File: src/rtl/wave_gen_pkg.sv
// Shared types and helpers for the wave_gen_dds waveform generator.
// Mode encodings, midscale and amplitude saturation.
package wave_gen_pkg;

    typedef enum logic [1:0] {
        MODE_TRI    = 2'b00,
        MODE_SAW_UP = 2'b01,
        MODE_SQUARE = 2'b10,
        MODE_SAW_DN = 2'b11
    } mode_e;

    function automatic logic [31:0] midscale(input int unsigned w);
        return 32'd1 << (w - 1);
    endfunction

    function automatic logic [31:0] amp_sat(
        input logic [31:0] a,
        input int unsigned aw
    );
        logic [31:0] lim;
        lim = 32'd1 << aw;
        return (a > lim) ? lim : a;
    endfunction

endpackage

File: src/rtl/wave_gen_dds_shaper.sv
// Stages 1-3: shape, centre, scale and recentre one sample per cycle.
// With WAVE_SYNC_EN a wrap tag rides alongside each sample.
module wave_shaper
    import wave_gen_pkg::*;
#(
    parameter int PHASE_W = 8,
    parameter int DAC_W   = 14,
    parameter int AMP_W   = 4
) (
    input  logic               clk,
    input  logic               rst_n,
    input  logic               en_i,
    input  logic [DAC_W:0]     acc_top_i,
    input  logic [PHASE_W-1:0] phase_i,
    input  mode_e              mode_i,
    input  logic [AMP_W:0]     amp_i,
`ifdef WAVE_SYNC_EN
    input  logic               tag_i,
    output logic               tag_o,
`endif
    output logic [DAC_W-1:0]   dac_o,
    output logic               valid_o
);

    localparam int PROD_W = DAC_W + AMP_W + 2;
    localparam logic [DAC_W:0] MID1 = (DAC_W+1)'(midscale(DAC_W));
    localparam logic signed [PROD_W-1:0] MIDP = PROD_W'(midscale(DAC_W));

    logic [DAC_W:0]             p;
    logic                       m;
    logic [DAC_W-1:0]           u;
    logic [DAC_W-1:0]           s;
    logic [DAC_W-1:0]           raw_d, raw_q;
    logic [AMP_W:0]             amp_d, amp_q;
    logic signed [DAC_W:0]      d;
    logic signed [PROD_W-1:0]   prod_d, prod_q;
    logic signed [PROD_W-1:0]   scaled;
    logic [DAC_W-1:0]           dac_d, dac_q;
    logic                       v1_q, v2_q, v3_q;

    // Phase sits wholly above the bits dropped here, so no carry is lost
    always_comb begin
        p = acc_top_i + ((DAC_W+1)'(phase_i) << (DAC_W + 1 - PHASE_W));
        m = p[DAC_W];
        u = p[DAC_W-1:0];
        s = p[DAC_W:1];
        raw_d = '0;
        unique case (mode_i)
            MODE_TRI:    raw_d = m ? ~u : u;
            MODE_SAW_UP: raw_d = s;
            MODE_SQUARE: raw_d = m ? '0 : '1;
            MODE_SAW_DN: raw_d = ~s;
        endcase
        amp_d  = (AMP_W+1)'(amp_sat(32'(amp_i), AMP_W));
        d      = $signed({1'b0, raw_q} - MID1);
        prod_d = $signed({{(AMP_W+1){d[DAC_W]}}, d})
               * $signed({{(DAC_W+1){1'b0}}, amp_q});
        scaled = prod_q >>> AMP_W;
        dac_d  = v2_q ? DAC_W'(scaled + MIDP) : '0;
    end

    always_ff @(posedge clk) begin
        if (!rst_n || !en_i) begin
            raw_q  <= '0;
            amp_q  <= '0;
            prod_q <= '0;
            dac_q  <= '0;
            v1_q   <= 1'b0;
            v2_q   <= 1'b0;
            v3_q   <= 1'b0;
        end else begin
            raw_q  <= raw_d;
            amp_q  <= amp_d;
            prod_q <= prod_d;
            dac_q  <= dac_d;
            v1_q   <= 1'b1;
            v2_q   <= v1_q;
            v3_q   <= v2_q;
        end
    end

`ifdef WAVE_SYNC_EN
    logic t1_q, t2_q, t3_q;

    always_ff @(posedge clk) begin
        if (!rst_n || !en_i) begin
            t1_q <= 1'b0;
            t2_q <= 1'b0;
            t3_q <= 1'b0;
        end else begin
            t1_q <= tag_i;
            t2_q <= t1_q;
            t3_q <= t2_q;
        end
    end

    assign tag_o = t3_q;
`endif

    assign dac_o   = dac_q;
    assign valid_o = v3_q;

endmodule

File: src/rtl/wave_gen_dds.sv
// Arithmetic DDS generator: accumulator, double-buffered config, shaper.
// Optional WAVE_SYNC_EN adds sync_out, one pulse per period wrap.
module wave_gen_dds
    import wave_gen_pkg::*;
#(
    parameter int ACC_W   = 24,
    parameter int FREQ_W  = 16,
    parameter int PHASE_W = 8,
    parameter int DAC_W   = 14,
    parameter int AMP_W   = 4
) (
    input  logic               clk,
    input  logic               rst_n,
    input  logic               en,
    input  logic               cfg_load,
    input  logic [FREQ_W-1:0]  freq,
    input  logic [AMP_W:0]     amp,
    input  logic [PHASE_W-1:0] phase,
    input  logic [1:0]         mode,
    output logic               cfg_pending,
`ifdef WAVE_SYNC_EN
    output logic               sync_out,
`endif
    output logic [DAC_W-1:0]   dac_out,
    output logic               dac_valid
);

    localparam logic [AMP_W:0] AMP_ONE = {1'b1, {AMP_W{1'b0}}};

    logic [ACC_W-1:0]   acc_q, acc_d, acc_sum;
    logic               carry;
    logic               apply;
    logic               pend_q, pend_d;

    logic [FREQ_W-1:0]  sh_freq_q, sh_freq_d, act_freq_q, act_freq_d;
    logic [AMP_W:0]     sh_amp_q, sh_amp_d, act_amp_q, act_amp_d;
    logic [PHASE_W-1:0] sh_phase_q, sh_phase_d, act_phase_q, act_phase_d;
    mode_e              sh_mode_q, sh_mode_d, act_mode_q, act_mode_d;

    // Config reaches active only at a wrap, so a period never mixes settings
    always_comb begin
        {carry, acc_sum} = {1'b0, acc_q}
                         + {{(ACC_W+1-FREQ_W){1'b0}}, act_freq_q};
        acc_d = en ? acc_sum : '0;
        apply = pend_q & ~cfg_load & (~en | carry);

        sh_freq_d  = sh_freq_q;
        sh_amp_d   = sh_amp_q;
        sh_phase_d = sh_phase_q;
        sh_mode_d  = sh_mode_q;
        if (cfg_load) begin
            sh_freq_d  = freq;
            sh_amp_d   = amp;
            sh_phase_d = phase;
            sh_mode_d  = mode_e'(mode);
        end

        act_freq_d  = act_freq_q;
        act_amp_d   = act_amp_q;
        act_phase_d = act_phase_q;
        act_mode_d  = act_mode_q;
        if (apply) begin
            act_freq_d  = sh_freq_q;
            act_amp_d   = sh_amp_q;
            act_phase_d = sh_phase_q;
            act_mode_d  = sh_mode_q;
        end

        pend_d = cfg_load | (pend_q & ~apply);
    end

    always_ff @(posedge clk) begin
        if (!rst_n) begin
            acc_q       <= '0;
            pend_q      <= 1'b0;
            sh_freq_q   <= '0;
            sh_amp_q    <= AMP_ONE;
            sh_phase_q  <= '0;
            sh_mode_q   <= MODE_TRI;
            act_freq_q  <= '0;
            act_amp_q   <= AMP_ONE;
            act_phase_q <= '0;
            act_mode_q  <= MODE_TRI;
        end else begin
            acc_q       <= acc_d;
            pend_q      <= pend_d;
            sh_freq_q   <= sh_freq_d;
            sh_amp_q    <= sh_amp_d;
            sh_phase_q  <= sh_phase_d;
            sh_mode_q   <= sh_mode_d;
            act_freq_q  <= act_freq_d;
            act_amp_q   <= act_amp_d;
            act_phase_q <= act_phase_d;
            act_mode_q  <= act_mode_d;
        end
    end

`ifdef WAVE_SYNC_EN
    logic wrap_q;

    always_ff @(posedge clk) begin
        if (!rst_n) begin
            wrap_q <= 1'b0;
        end else begin
            wrap_q <= en & carry;
        end
    end
`endif

    wave_shaper #(
        .PHASE_W (PHASE_W),
        .DAC_W   (DAC_W),
        .AMP_W   (AMP_W)
    ) u_shaper (
        .clk       (clk),
        .rst_n     (rst_n),
        .en_i      (en),
        .acc_top_i (acc_q[ACC_W-1 -: DAC_W+1]),
        .phase_i   (act_phase_q),
        .mode_i    (act_mode_q),
        .amp_i     (act_amp_q),
`ifdef WAVE_SYNC_EN
        .tag_i     (wrap_q),
        .tag_o     (sync_out),
`endif
        .dac_o     (dac_out),
        .valid_o   (dac_valid)
    );

    assign cfg_pending = pend_q;

endmodule
File: config.mk
export PLATFORM = sky130hd
export DESIGN_NAME = wave_gen_dds
export DESIGN_NICKNAME = d
export VERILOG_FILES = /design/src/rtl/wave_gen_pkg.sv /design/src/rtl/wave_gen_dds_shaper.sv /design/src/rtl/wave_gen_dds.sv
export SDC_FILE = /design/constraint.sdc
export NUM_CORES = 1
export LEC_CHECK = 0
export ABC_AREA = 1
export CAP_MARGIN = 10
export CORE_UTILIZATION = 50
export CTS_CLUSTER_DIAMETER = 30
export CTS_CLUSTER_SIZE = 10
export DETAILED_ROUTE_END_ITERATION = 8
export DONT_BUFFER_PORTS = 1
export PLACE_DENSITY = 0.72
export SLEW_MARGIN = 15
export SYNTH_ARGS = -nofsm -noshare
export SYNTH_HDL_FRONTEND = slang
export SYNTH_SLANG_ARGS = --single-unit
File: constraint.sdc
create_clock -name clk -period 4.6 [get_ports clk]
set_input_delay 0.69 -clock clk [delete_from_list [all_inputs] [get_ports clk]]
set_output_delay 0.69 -clock clk [all_outputs]
set_load 0.02 [all_outputs]
==> results.json <==
{
  "hold_violations": 0,
  "gr-total-overflow": 0,
  "dr.first_iter.drc_count": 488,
  "synth_area_sq_um": 8990,
  "die_h_microns": 136,
  "ys_warn_count": 0,
  "maxSlewHeadroom_pct": 43.0,
  "synth_fp_nets": 1445,
  "ys_types": 39,
  "synth_edf_count": 0,
  "critPathArrivalTime_ns": 4.15,
  "antennaDiodeCount": 0,
  "post_cts_buffers": 0,
  "io_buffers": 0,
  "clock_sinks": 137,
  "crit_required_ns": 4.90,
  "synth_top_family_by_area": "simple AND/OR/NAND/NOR gates",
  "worst-path-buf-inv": 6,
  "hp-class": "in -> reg",
  "synth_compound_area_share_pct": 12.9,
  "root_buffer": "clkbuf_16",
  "die_area_sq_um": 18500,
  "start_util_pct": 51.6,
  "cts_resized": 0,
  "drc": 0,
  "ios": 51,
  "synth.largest_area_cell": "dfxtp_1",
  "use_met1_pct": 26.9,
  "worstSetupPathType": "reg -> reg",
  "min_period_over_period_pct": 83.7,
  "crit_family": "adder cells",
  "p_leak_nw": 4.93,
  "wl_per_cell_microns": 12.9,
  "synthXorXnorAreaFrac_pct": 0.487,
  "tritoncts": "built",
  "status": "finished clean",
  "use_met3_pct": 3.58,
  "setup_slack_ns": 0.749,
  "ys_ff_latch": 137,
  "gr-usage-met2_pct": 40.4,
  "setup_violations": 0,
  "core_sq_um": 17400,
  "final_nets": 1424,
  "cp_max_fo": 12,
  "slew_viol_final": 0,
  "tightest_slew_ns": 0.852,
  "synthAdderAreaFrac_pct": 16.6,
  "cts.clk_slew.worst_paths_ns": 0.06,
  "endpoint_kind": "flop",
  "crit_top_cell": "inv_1",
  "area_growth_pct": 7.65,
  "power.density_nw_per_um2": 298,
  "fin_skew_ns": 0.0116,
  "place_ws_ns": 0.723,
  "dp_hpwl_mm": 14.9,
  "fmax_ghz": 0.260,
  "layout_min_cycle_time_ns": 3.85,
  "yosys-top-cells-area": "dfxtp_1 30%, nand2_1 12%, inv_1 11%",
  "setup-tns-final_ns": 0,
  "clockBufferDepth": 2,
  "cpMaxStageDelayCell": "fa_1",
  "grt-busiest-layer": "met2",
  "grt_antenna_before_repair": 0,
  "rsz0062_at_grt": "false",
  "path_cells": "inv_1, nor2_1, inv_1, fa_1, inv_1, fa_1, inv_1, fa_1, inv_1, ha_1, a21oi_1, o21a_1, nand2_1, a21oi_1, inv_1, nand2_1, a21oi_1",
  "syn_inst": 1316,
  "dr_total_vias": 7740,
  "htreeDepth": 4,
  "synth_top_area_share_pct": 30.5,
  "yosysSeqAreaShare_pct": 30.5,
  "die_w_microns": 136,
  "start_kind": "flop",
  "ys_async_sr_fraction_pct": 0,
  "synthSimpleGateAreaFrac_pct": 25.7,
  "gp_congestion": 0.880,
  "avgSynthCellArea_sq_um": 6.83,
  "p_total_mw": 2.88,
  "wirelength_mm": 19.8,
  "grt_pass1_wl_mm": 33.8,
  "fin_area_sq_um": 9680,
  "ys.flop_type": "dfxtp_1",
  "clk_latency_ns": 0.42,
  "firstDrtPassIters": 5,
  "max_stage_delay_ns": 0.64,
  "grt.total_usage_pct": 23.0,
  "grt_pass1_vias": 7420,
  "row_count": 48,
  "peakVddDrop_v": 0.000270,
  "holdBufCountCts": 0,
  "grt_max_degree": 65,
  "layout-drive-gt1-share_pct": 4.44,
  "ant_nets": 0,
  "dpl_cell_area_sq_um": 9060,
  "cts_made_buffers": 17,
  "viasPerCell": 5.05,
  "yosys-mux-area-fraction_pct": 0,
  "maxCapViolations": 0
}
## cell families after synthesis
kind of cell               count (synthesis)
xor gates and xnor gates                   5
buffers and inverters                    306
and+or+nand+nor                          550
DFF                                      137
adders and majority gates                 94
AOI/OAI and AO/OA                        224
## worst paths after layout
path	slack, ns	end	startpoint	cells past startpoint
worst max-delay path	0.75	u_shaper.prod_q[17]	u_shaper.amp_q[0]	17
worst min-delay path	0.36	sh_amp_q[4]	rst_n	1
worst max register to register	0.75	u_shaper.prod_q[17]	u_shaper.amp_q[0]	17
worst min register to register	0.41	u_shaper.dac_o[11]	u_shaper.prod_q[15]	2
## layer usage
layer | vias up | share of wire (%)
met2 | 157 | 49
li1 | 4052 | -
met3 | 46 | 3.3
met5 | - | 0
met1 | 3485 | 44
met4 | 0 | 3.7
## sequential cells by signal (all words and copies together), names as in the netlist, 5 cells and up
signal / count
acc_q: 24
act_freq_q: 16
sh_freq_q: 16
u_shaper.dac_o: 14
u_shaper.prod_q: 14
u_shaper.raw_q: 14
act_phase_q: 8
sh_phase_q: 8
act_amp_q: 5
sh_amp_q: 5
u_shaper.amp_q: 5
## per-stage QoR
stage / utilization, % / cells / hold slack (ns)
2_1_floorplan: - / 1316 / 0.368
4_1_cts: 55.6 / 1532 / 0.351
3_5_place_dp: 52.0 / 1501 / 0.396
6_report: 55.6 / 1532 / 0.364
3_3_place_gp: 52.0 / 1501 / 0.399
5_1_grt: 55.6 / 1532 / 0.347
## cells in the mapped netlist (2+ instances only)
cell type	n
fa_1	42
nor3_1	5
buf_6	9
nand3_1	90
o21a_1	3
nor2_2	2
nor4_1	2
o21ai_0	68
nand3_4	2
inv_2	5
inv_1	255
nand4_1	9
nor2_1	129
ha_1	52
nand2_2	7
nand3b_1	2
and2_1	2
a21o_1	2
xnor2_1	4
buf_2	13
a21oi_1	144
dfxtp_1	137
nand2_1	293
clkbuf_1	21
buf_4	2
nand3_2	3
## where the power goes
| part | switching [mW] | internal, mW |
|---|---|---|
| Combinational | 0.121 | 0.0635 |
| Clock | 0.527 | 0.914 |
| Sequential | 0.0290 | 1.23 |
| Total | 0.676 | 2.21 |
## final cells by class
class	count	area, sq um
fill	1684	7740
multi-input combinational	873	5020
sequential	137	2740
inverter	261	980
clock buffer	19	433
tap	225	282
clock inverter	12	189
timing repair buffer	5	37.5
## placed cells by master (no fill, tap or decap), types with 2 or more instances in the layout
master      instances
a21o_1              2
nand3_2             3
xnor2_1             4
o21a_1              3
a21oi_1           144
nor2_2              2
nor3_1              5
inv_2               5
nand3_4             2
nor4_1              2
ha_1               52
clkinvlp_4          3
and2_1              2
clkbuf_1            2
bufinv_16           4
clkbuf_16          17
buf_4               5
dfxtp_1           137
nor2_1            128
nand2_1           293
inv_1             255
nand2_2             7
nand3_1            90
o21ai_0            68
nand4_1             9
inv_6               4
nand3b_1            2
fa_1               42
Power figures use the tool's default switching activity.
